**src/rtl/mapper_mem_arbiter_if.sv**
```systemverilog
// Request/response bundle between the three cart-memory requesters, the arbiter and the
// SDRAM controller port.
interface mapper_mem_arbiter_if #(
  parameter int unsigned ADDR_W = 22
);
  logic              chr_req;
  logic [ADDR_W-1:0] chr_addr;
  logic              chr_we;
  logic [7:0]        chr_wdata;
  logic              chr_ack;
  logic [7:0]        chr_rdata;

  logic              prg_req;
  logic [ADDR_W-1:0] prg_addr;
  logic              prg_we;
  logic [7:0]        prg_wdata;
  logic              prg_ack;
  logic [7:0]        prg_rdata;

  logic              ss_req;
  logic [ADDR_W-1:0] ss_addr;
  logic              ss_we;
  logic [7:0]        ss_wdata;
  logic              ss_ack;
  logic [7:0]        ss_rdata;

  logic              mem_cmd;
  logic [ADDR_W-1:0] mem_addr;
  logic              mem_we;
  logic [7:0]        mem_wdata;
  logic [7:0]        mem_rdata;

  // Arbiter side.
  modport slave (
    input  chr_req, chr_addr, chr_we, chr_wdata,
    input  prg_req, prg_addr, prg_we, prg_wdata,
    input  ss_req, ss_addr, ss_we, ss_wdata,
    input  mem_rdata,
    output chr_ack, chr_rdata, prg_ack, prg_rdata, ss_ack, ss_rdata,
    output mem_cmd, mem_addr, mem_we, mem_wdata
  );

  // Requesters plus memory controller side.
  modport master (
    output chr_req, chr_addr, chr_we, chr_wdata,
    output prg_req, prg_addr, prg_we, prg_wdata,
    output ss_req, ss_addr, ss_we, ss_wdata,
    output mem_rdata,
    input  chr_ack, chr_rdata, prg_ack, prg_rdata, ss_ack, ss_rdata,
    input  mem_cmd, mem_addr, mem_we, mem_wdata
  );
endinterface

```
**src/rtl/mapper_mem_arbiter.sv**
```systemverilog
// Strict-priority (CHR > PRG > SS) arbiter for the single cart SDRAM port, fixed read latency.
// Optional SS anti-starvation counter enabled by defining MEM_ARB_ANTISTARVE_EN.
module mapper_mem_arbiter #(
  parameter int unsigned ADDR_W       = 22,
  parameter int unsigned LAT          = 2,
  parameter int unsigned STARVE_LIMIT = 15
) (
  input logic                 clk,
  input logic                 reset_n,
  mapper_mem_arbiter_if.slave bus
);
  localparam logic [1:0] StIdle = 2'd0;
  localparam logic [1:0] StWait = 2'd1;
  localparam logic [1:0] StDone = 2'd2;
  localparam logic [3:0] LatCnt = 4'(LAT);

  logic [1:0]        state_q, state_d;
  logic [3:0]        cnt_q, cnt_d;
  logic [2:0]        owner_q;
  logic [2:0]        req, elig, gnt;
  logic [ADDR_W-1:0] sel_addr;
  logic              sel_we;
  logic [7:0]        sel_wdata;
  logic              rd_sample;
  logic              ss_starved;

  logic              mem_cmd_q, mem_we_q;
  logic [ADDR_W-1:0] mem_addr_q;
  logic [7:0]        mem_wdata_q;
  logic [2:0]        ack_q;
  logic [7:0]        chr_rdata_q, prg_rdata_q, ss_rdata_q;

  assign req       = {bus.ss_req, bus.prg_req, bus.chr_req};
  assign rd_sample = (state_q == StWait) && (cnt_q == 4'd0);

`ifdef MEM_ARB_ANTISTARVE_EN
  localparam logic [7:0] StarveLimit = 8'(STARVE_LIMIT);
  logic [7:0] starve_q;
  logic       ss_busy;

  // SS's own transaction in flight does not count as waiting.
  assign ss_busy    = (state_q != StIdle) && owner_q[2];
  assign ss_starved = (starve_q >= StarveLimit);

  always_ff @(posedge clk) begin
    if (!reset_n) begin
      starve_q <= 8'd0;
    end else if (!bus.ss_req || gnt[2]) begin
      starve_q <= 8'd0;
    end else if (!ss_busy && (starve_q != 8'hff)) begin
      starve_q <= starve_q + 8'd1;
    end
  end
`else
  assign ss_starved = 1'b0;
`endif

  // DONE doubles as an arbitration cycle with the just-acked requester masked.
  always_comb begin
    elig = 3'b000;
    if (state_q == StIdle) begin
      elig = req;
    end else if (state_q == StDone) begin
      elig = req & ~owner_q;
    end
    gnt = 3'b000;
    if (ss_starved && elig[2]) gnt = 3'b100;
    else if (elig[0])          gnt = 3'b001;
    else if (elig[1])          gnt = 3'b010;
    else if (elig[2])          gnt = 3'b100;
  end

  always_comb begin
    sel_addr  = bus.chr_addr;
    sel_we    = bus.chr_we;
    sel_wdata = bus.chr_wdata;
    if (gnt[1]) begin
      sel_addr  = bus.prg_addr;
      sel_we    = bus.prg_we;
      sel_wdata = bus.prg_wdata;
    end else if (gnt[2]) begin
      sel_addr  = bus.ss_addr;
      sel_we    = bus.ss_we;
      sel_wdata = bus.ss_wdata;
    end
  end

  always_comb begin
    state_d = state_q;
    cnt_d   = cnt_q;
    unique case (state_q)
      StIdle, StDone: begin
        if (|gnt) begin
          state_d = StWait;
          cnt_d   = LatCnt;
        end else begin
          state_d = StIdle;
        end
      end
      StWait: begin
        if (cnt_q == 4'd0) state_d = StDone;
        else               cnt_d   = cnt_q - 4'd1;
      end
      default: state_d = StIdle;
    endcase
  end

  always_ff @(posedge clk) begin
    if (!reset_n) begin
      state_q     <= StIdle;
      cnt_q       <= 4'd0;
      owner_q     <= 3'b000;
      mem_cmd_q   <= 1'b0;
      mem_addr_q  <= '0;
      mem_we_q    <= 1'b0;
      mem_wdata_q <= 8'd0;
      ack_q       <= 3'b000;
      chr_rdata_q <= 8'd0;
      prg_rdata_q <= 8'd0;
      ss_rdata_q  <= 8'd0;
    end else begin
      state_q   <= state_d;
      cnt_q     <= cnt_d;
      mem_cmd_q <= |gnt;
      ack_q     <= 3'b000;
      if (|gnt) begin
        owner_q     <= gnt;
        mem_addr_q  <= sel_addr;
        mem_we_q    <= sel_we;
        mem_wdata_q <= sel_wdata;
      end
      if (rd_sample) begin
        ack_q <= owner_q;
        if (!mem_we_q) begin
          if (owner_q[0]) chr_rdata_q <= bus.mem_rdata;
          if (owner_q[1]) prg_rdata_q <= bus.mem_rdata;
          if (owner_q[2]) ss_rdata_q  <= bus.mem_rdata;
        end
      end
    end
  end

  assign bus.mem_cmd   = mem_cmd_q;
  assign bus.mem_addr  = mem_addr_q;
  assign bus.mem_we    = mem_we_q;
  assign bus.mem_wdata = mem_wdata_q;
  assign bus.chr_ack   = ack_q[0];
  assign bus.prg_ack   = ack_q[1];
  assign bus.ss_ack    = ack_q[2];
  assign bus.chr_rdata = chr_rdata_q;
  assign bus.prg_rdata = prg_rdata_q;
  assign bus.ss_rdata  = ss_rdata_q;
endmodule

```
**src/flat_wrapper.sv**
```systemverilog
// flat-port wrapper written by rule: the top's interface ports become plain ports
module mapper_mem_arbiter_flat 
#(
  parameter int unsigned ADDR_W       = 22,
  parameter int unsigned LAT          = 2,
  parameter int unsigned STARVE_LIMIT = 15
)
  (clk, reset_n, bus_chr_req, bus_chr_addr, bus_chr_we, bus_chr_wdata, bus_prg_req, bus_prg_addr, bus_prg_we, bus_prg_wdata, bus_ss_req, bus_ss_addr, bus_ss_we, bus_ss_wdata, bus_mem_rdata, bus_chr_ack, bus_chr_rdata, bus_prg_ack, bus_prg_rdata, bus_ss_ack, bus_ss_rdata, bus_mem_cmd, bus_mem_addr, bus_mem_we, bus_mem_wdata);
  mapper_mem_arbiter_if #(.ADDR_W(ADDR_W)) bus_i ();
  input logic clk;
  input logic reset_n;
  input wire logic [$bits(bus_i.chr_req)-1:0] bus_chr_req;
  input wire logic [$bits(bus_i.chr_addr)-1:0] bus_chr_addr;
  input wire logic [$bits(bus_i.chr_we)-1:0] bus_chr_we;
  input wire logic [$bits(bus_i.chr_wdata)-1:0] bus_chr_wdata;
  input wire logic [$bits(bus_i.prg_req)-1:0] bus_prg_req;
  input wire logic [$bits(bus_i.prg_addr)-1:0] bus_prg_addr;
  input wire logic [$bits(bus_i.prg_we)-1:0] bus_prg_we;
  input wire logic [$bits(bus_i.prg_wdata)-1:0] bus_prg_wdata;
  input wire logic [$bits(bus_i.ss_req)-1:0] bus_ss_req;
  input wire logic [$bits(bus_i.ss_addr)-1:0] bus_ss_addr;
  input wire logic [$bits(bus_i.ss_we)-1:0] bus_ss_we;
  input wire logic [$bits(bus_i.ss_wdata)-1:0] bus_ss_wdata;
  input wire logic [$bits(bus_i.mem_rdata)-1:0] bus_mem_rdata;
  output wire logic [$bits(bus_i.chr_ack)-1:0] bus_chr_ack;
  output wire logic [$bits(bus_i.chr_rdata)-1:0] bus_chr_rdata;
  output wire logic [$bits(bus_i.prg_ack)-1:0] bus_prg_ack;
  output wire logic [$bits(bus_i.prg_rdata)-1:0] bus_prg_rdata;
  output wire logic [$bits(bus_i.ss_ack)-1:0] bus_ss_ack;
  output wire logic [$bits(bus_i.ss_rdata)-1:0] bus_ss_rdata;
  output wire logic [$bits(bus_i.mem_cmd)-1:0] bus_mem_cmd;
  output wire logic [$bits(bus_i.mem_addr)-1:0] bus_mem_addr;
  output wire logic [$bits(bus_i.mem_we)-1:0] bus_mem_we;
  output wire logic [$bits(bus_i.mem_wdata)-1:0] bus_mem_wdata;
  assign bus_i.chr_req = bus_chr_req;
  assign bus_i.chr_addr = bus_chr_addr;
  assign bus_i.chr_we = bus_chr_we;
  assign bus_i.chr_wdata = bus_chr_wdata;
  assign bus_i.prg_req = bus_prg_req;
  assign bus_i.prg_addr = bus_prg_addr;
  assign bus_i.prg_we = bus_prg_we;
  assign bus_i.prg_wdata = bus_prg_wdata;
  assign bus_i.ss_req = bus_ss_req;
  assign bus_i.ss_addr = bus_ss_addr;
  assign bus_i.ss_we = bus_ss_we;
  assign bus_i.ss_wdata = bus_ss_wdata;
  assign bus_i.mem_rdata = bus_mem_rdata;
  assign bus_chr_ack = bus_i.chr_ack;
  assign bus_chr_rdata = bus_i.chr_rdata;
  assign bus_prg_ack = bus_i.prg_ack;
  assign bus_prg_rdata = bus_i.prg_rdata;
  assign bus_ss_ack = bus_i.ss_ack;
  assign bus_ss_rdata = bus_i.ss_rdata;
  assign bus_mem_cmd = bus_i.mem_cmd;
  assign bus_mem_addr = bus_i.mem_addr;
  assign bus_mem_we = bus_i.mem_we;
  assign bus_mem_wdata = bus_i.mem_wdata;
  mapper_mem_arbiter #(.ADDR_W(ADDR_W), .LAT(LAT), .STARVE_LIMIT(STARVE_LIMIT)) u_core (.clk(clk), .reset_n(reset_n), .bus(bus_i));
endmodule
```
**config.mk**
```make
export PLATFORM = sky130hd
export DESIGN_NAME = mapper_mem_arbiter_flat
export DESIGN_NICKNAME = d
export VERILOG_FILES = /design/src/rtl/mapper_mem_arbiter_if.sv /design/src/rtl/mapper_mem_arbiter.sv /design/src/flat_wrapper.sv
export SDC_FILE = /design/constraint.sdc
export NUM_CORES = 1
export LEC_CHECK = 0
export BUFFER_PORTS_ARGS = -buffer_cell sky130_fd_sc_hd__buf_2
export CAP_MARGIN = 40
export CORE_MARGIN = 2
export CORE_UTILIZATION = 43
export CTS_BUF_LIST = sky130_fd_sc_hd__clkbuf_8
export CTS_CLUSTER_DIAMETER = 100
export DETAILED_ROUTE_END_ITERATION = 8
export MAX_ROUTING_LAYER = met4
export PLACE_DENSITY = 0.82
export SKIP_CTS_REPAIR_TIMING = 1
export SLEW_MARGIN = 20
export SYNTH_ARGS = -nofsm -noshare
export SYNTH_HDL_FRONTEND = slang
export SYNTH_SLANG_ARGS = --single-unit
```
**constraint.sdc**
```tcl
create_clock -name clk -period 1.6 [get_ports clk]
set_input_delay 0.08 -clock clk [delete_from_list [all_inputs] [get_ports clk]]
set_output_delay 0.08 -clock clk [all_outputs]
set_load 0.03 [all_outputs]
```
# Word-level counts from Yosys, hierarchy flattened

Cells that the tools add are included.
W data, S select, Z words.

Bitwise logic cells: 3
Shift-type cells: 0
Multipliers: 0
Divide/modulo/power cells: 0
Order comparisons: 0
Eq/ne operators: 5
Add/sub/neg operators: 1
Mux-type cells: 17
Reduce and logical (&&, ||, !) cells: 11

Operator list:

| kind                  | count |
|---|---|
| $mux W22              | 2 |
| $mux W8               | 2 |
| $mux W3               | 5 |
| $reduce_and A3 Y1     | 4 |
| $mux W4               | 2 |
| $pmux W4 S2           | 1 |
| $logic_not A4 Y1      | 1 |
| $ne A2 B2 Y1 const B  | 2 |
| $pmux W2 S2           | 1 |
| $sub A4 B1 Y4 const B | 1 |
| $and A3 B3 Y3         | 1 |
| $mux W1               | 3 |
| $not A3 Y3            | 1 |
| $reduce_or A3 Y1      | 1 |
| $eq A2 B1 Y1 const B  | 1 |
| $eq A2 B2 Y1 const B  | 1 |
| $logic_not A2 Y1      | 1 |
| $mux W2               | 1 |
| $ne A2 B1 Y1 const B  | 1 |
| $reduce_and A2 Y1     | 1 |
| $reduce_bool A2 Y1    | 1 |
| $reduce_or A2 Y1      | 1 |
| $logic_and A1 B1 Y1   | 1 |
| $not A1 Y1            | 1 |

Bits in writable memories: 0
Output and inout port bits: 59
Logic and storage cells: 48
Memories: 0
Bits in read-only memories: 0
Register bits: 68
Latch bits: 0

# Logic depth before layout (Yosys ltp)

Depth after elaboration: 10
Depth in mapped cells: 7
Depth with buffers taken out: 6

# Worst setup path after synthesis

OpenSTA, ideal clock, no wires.

Path type: flip-flop to flip-flop
From: register u_core.state_q[1]
To: register u_core.mem_addr_q[19] (netlist: u_core.bus.mem_addr[19])
Slack: 0.030 ns
Arrival: 1.448 ns
Cell stages (with the launch flop): 7
Required time: 1.477 ns
Path through: dfxtp_1 a21boi_2 buf_6 buf_6 o41a_1 a211oi_2 o22ai_1

Cells in the longest elaborated chain, start to end: 8
Elaborated cells on any way between the ends: 10
Those cells by class: 1 x eq/ne; 7 x mux; 2 x reduce/logical

Ends and longest elaborated chain:

| item                   | line                      | source |
|---|---|---|
| start, declared        | mapper_mem_arbiter.sv:17  | `logic [1:0] state_q, state_d;` |
| start signal, assigned | mapper_mem_arbiter.sv:110 | `state_q <= StIdle;` |
| start signal, assigned | mapper_mem_arbiter.sv:122 | `state_q <= state_d;` |
| $eq A2 B2 Y1           | mapper_mem_arbiter.sv:63  | `end else if (state_q == StDone) begin` |
| $mux W3                | mapper_mem_arbiter.sv:63  |  |
| $mux W3 *              | mapper_mem_arbiter.sv:61  | `if (state_q == StIdle) begin` |
| $mux W3                | mapper_mem_arbiter.sv:70  | `else if (elig[2]) gnt = 3'b100;` |
| $mux W3                | mapper_mem_arbiter.sv:69  | `else if (elig[1]) gnt = 3'b010;` |
| $mux W3 *              | mapper_mem_arbiter.sv:68  | `else if (elig[0]) gnt = 3'b001;` |
| $mux W22               | mapper_mem_arbiter.sv:81  | `end else if (gnt[2]) begin` |
| $mux W22               | mapper_mem_arbiter.sv:77  | `if (gnt[1]) begin` |
| end signal, assigned   | mapper_mem_arbiter.sv:128 | `mem_addr_q <= sel_addr;` |
| end, declared          | mapper_mem_arbiter.sv:28  | `logic [ADDR_W-1:0] mem_addr_q;` |

Every way passes the cells marked *; elsewhere a longest branch is shown, timed or not.
A chain may end at the register's enable or synchronous reset.

# Final worst setup path

From: register u_core.cnt_q[1]
To: register u_core.ss_rdata_q[2] (netlist: u_core.bus.ss_rdata[2])

Cells in the longest elaborated chain, start to end: 3

Ends and longest elaborated chain:

| item                               | line                      | source |
|---|---|---|
| start, declared                    | mapper_mem_arbiter.sv:18  | `logic [3:0] cnt_q, cnt_d;` |
| start signal, assigned             | mapper_mem_arbiter.sv:123 | `cnt_q <= cnt_d;` |
| $logic_not A4 Y1                   | mapper_mem_arbiter.sv:34  | `assign rd_sample = (state_q == StWait) && (cnt_q == 4'd0);` |
| $logic_and A1 B1 Y1                | mapper_mem_arbiter.sv:34  |  |
| $reduce_and A3 Y1 (no source line) | --                        |  |
| end signal, assigned               | mapper_mem_arbiter.sv:137 | `if (owner_q[2]) ss_rdata_q <= bus.mem_rdata;` |
| end, declared                      | mapper_mem_arbiter.sv:31  | `logic [7:0] chr_rdata_q, prg_rdata_q, ss_rdata_q;` |

Every way passes these cells.

==> results.py <==
metrics = {
    "clock_network": {
        "cts_buffers": 9,
        "path_clk_slew_ns": 0.07,
        "clockBufferDepth": 2,
        "cts_root_buffer": "clkbuf_8",
        "cts_tree": "yes",
        "clock_latency_ns": 0.34,
        "cts_sinks": 68,
        "htreeDepth": 3,
    },
    "critical_path": {
        "critPathCaptureType": "flop",
        "setup.worst_path.class": "reg2reg",
        "worstSetupStartpoint": "u_core.cnt_q[1]",
        "r2r-end": "u_core.bus.ss_rdata[2]",
        "path_max_fanout": 8,
        "worstSetupStartpointType": "flop",
        "r2r_start": "u_core.cnt_q[1]",
        "reg2reg_depth": 8,
        "r2r_slack_ns": 0.02,
        "required_ns": 1.82,
        "arrival_ns": 1.80,
    },
    "global_routing": {
        "first_global_vias": 3574,
        "antenna_found_initial": 0,
        "gr-usage-met3": 0.0661,
        "grt_use_total": 0.245,
        "met1_usage": 0.296,
        "grt-ovfl-total": 0,
        "top_usage_layer": "met2",
        "use_met2": 0.397,
        "grt_pass1_wl_um": 16700,
        "grt_max_degree": 43,
    },
    "timing": {
        "report.final.slew_viol_count": 0,
        "rsz0062_at_grt": "true",
        "skew_ns": 0.00637,
        "relSlewSlack": 0.794,
        "fin_crit_sh": 0.987,
        "period_minus_slack_ns": 1.58,
        "max_freq_ghz": 0.633,
        "setup_viol_count_final": 0,
        "worst_slew_pin_slew_ns": 0.308,
        "finalHoldViolCount": 0,
    },
    "power": {
        "power.total_w": 0.00509,
        "power_density_mw_per_mm2": 1010,
        "peakVddDrop_v": 0.000537,
        "p_leak_nw": 2.29,
    },
    "die": {
        "ios": 165,
        "initial_core_util": 0.444,
        "core_sq_mm": 0.00773,
        "die_h_um": 93.4,
        "die_x_um": 93.4,
        "num_rows": 32,
        "die_area_sq_mm": 0.00872,
    },
    "detailed_routing": {
        "vias_per_cell": 5.83,
        "firstDrtPassIters": 7,
        "drc": 0,
        "wl_um": 11000,
        "drt_iter0_drc": 243,
        "antenna_left": 0,
        "vias": 3679,
        "post_drt_wl_per_cell_um": 17.4,
    },
    "finish": {
        "mostFrequentLayoutCell": "buf_2",
        "final_cell_mix": "165 x buf_2, 64 x dfxtp_1, 29 x o221ai_1",
        "drive_above_1_share": 0.491,
        "antenna_cells": 0,
        "area_growth_pct": 46.9,
        "nets": 631,
        "stdcell_area_sq_mm": 0.00504,
    },
    "yosys": {
        "yosysWarningCount": 0,
        "synth_nets": 459,
        "synth_seq_area_share": 0.396,
        "syn_avg_cell_area_sq_um": 9.76,
        "synth_cells": 352,
        "synth_edf_count": 0,
        "synthArstFlopShare": 0,
        "synth_ff_type": "dfxtp_1",
        "ys_seq_elements": 68,
        "synth_area_sq_mm": 0.00343,
        "yosysUniqueCellTypes": 40,
    },
    "outcome": {
        "outcome": "complete, no violations",
    },
    "flow_run": {
        "maxCapViolCount": 0,
    },
    "placed_design": {
        "io_buffers": 164,
        "dpl_cell_area_sq_mm": 0.00454,
        "gp_congestion": 0.808,
        "dp_hpwl_um": 7430,
    },
    "min_path": {
        "worstHoldPathType": "in2reg",
        "whs_path_depth": 3,
        "min_to": "u_core.bus.mem_wdata[1]",
        "min_from": "bus_chr_wdata[1]",
    },
}
==> cells in the mapped netlist (4+ instances only) <==
| cell | count | share of area |
|---|---|---|
| mux2i_1 | 26 | 0.076 |
| a21oi_1 | 15 | 0.022 |
| dfxtp_1 | 68 | 0.40 |
| and2_1 | 6 | 0.011 |
| a22oi_1 | 15 | 0.033 |
| buf_2 | 18 | 0.026 |
| o31ai_1 | 15 | 0.033 |
| nor2b_1 | 25 | 0.046 |
| nand2b_1 | 4 | 0.0073 |
| o22ai_1 | 16 | 0.029 |
| a211oi_2 | 9 | 0.033 |
| nand2_1 | 18 | 0.020 |
| inv_1 | 5 | 0.0055 |
| clkbuf_1 | 17 | 0.019 |
| nand3_1 | 4 | 0.0058 |
| a211oi_1 | 7 | 0.015 |
| o221ai_1 | 31 | 0.079 |
| nand4b_1 | 5 | 0.013 |
| o41a_1 | 16 | 0.052 |
==> how the worst max path moves through the flow <==
stage	to	slack, ns	cells past startpoint
CTS	u_core.bus.ss_rdata[0]	-0.09	8
global placement	u_core.bus.mem_addr[18]	-0.39	4
detailed placement	u_core.bus.chr_rdata[7]	-0.04	8
global route	u_core.bus.mem_we	-0.12	7
floorplan	u_core.bus.mem_addr[19]	0.03	6
finish	u_core.bus.ss_rdata[2]	0.02	8
==> critical path, cell delays in order, from the launching register on <==
cell and delay [ns]:
dfxtp_2 0.36, inv_2 0.05, ha_4 0.15, nor3b_2 0.14, buf_4 0.14, nand4b_1 0.14
buf_12 0.16, mux2i_1 0.23, nor2b_1 0.08
==> sequential cells by signal (all words and copies together), names as in the netlist <==
register	count
u_core.bus.ss_rdata	8
u_core.bus.chr_rdata	8
u_core.bus.mem_cmd	1
u_core.cnt_q	4
u_core.owner_q	3
u_core.state_q	2
u_core.bus.mem_wdata	8
u_core.bus.prg_rdata	8
u_core.bus.mem_we	1
u_core.bus.mem_addr	22
u_core.ack_q	3
==> cell type report <==
type | instances | area, sq um
repair buffers | 202 | 1310
well taps | 102 | 128
inverters | 5 | 18.8
multi-input cells | 238 | 1970
fillers | 594 | 2680
flip-flops and latches | 68 | 1370
clock inverters | 7 | 124
clock buffers | 9 | 124
==> power by group <==
group / internal, W / switching, W / total, W
Clock: 0.00105 / 0.000695 / 0.00174
Combinational: 0.000615 / 0.000829 / 0.00144
Sequential: 0.00183 / 0.0000809 / 0.00191
Total: 0.00349 / 0.00160 / 0.00509
==> stage by stage <==
step           worst slack [ns]  instances   util  setup TNS (ns)  hold WS [ns]
4_1_cts                 -0.0909        623  0.619          -0.391       0.00988
5_1_grt                  -0.123        631  0.653          -0.513        0.0288
3_5_place_dp            -0.0401        607  0.587          -0.119         0.378
3_3_place_gp             -0.392        606  0.585          -10.40         0.354
2_1_floorplan            0.0296        352      -               0         0.246
6_report                 0.0207        631  0.653               0        0.0250
==> cells by family (layout without fill, tap and decap cells) <==
family / count (synthesis) / in the layout / share of synthesized area
AOI/OAI and AO/OA: 137 / 137 / 0.330
adders and majority gates: 1 / 1 / 0.00364
buffers and inverters: 46 / 223 / 0.0667
DFF: 68 / 68 / 0.396
muxes: 26 / 26 / 0.0758
and+or+nand+nor: 74 / 74 / 0.128
==> metal layers <==
| layer | up-vias | routed length [um] |
|---|---|---|
| li1 | 1722 | - |
| met1 | 1714 | 4410 |
| met2 | 220 | 5290 |
| met3 | 23 | 1020 |
| met4 | 0 | 257 |
| met5 | - | 0 |
Power figures use the tool's default switching activity.
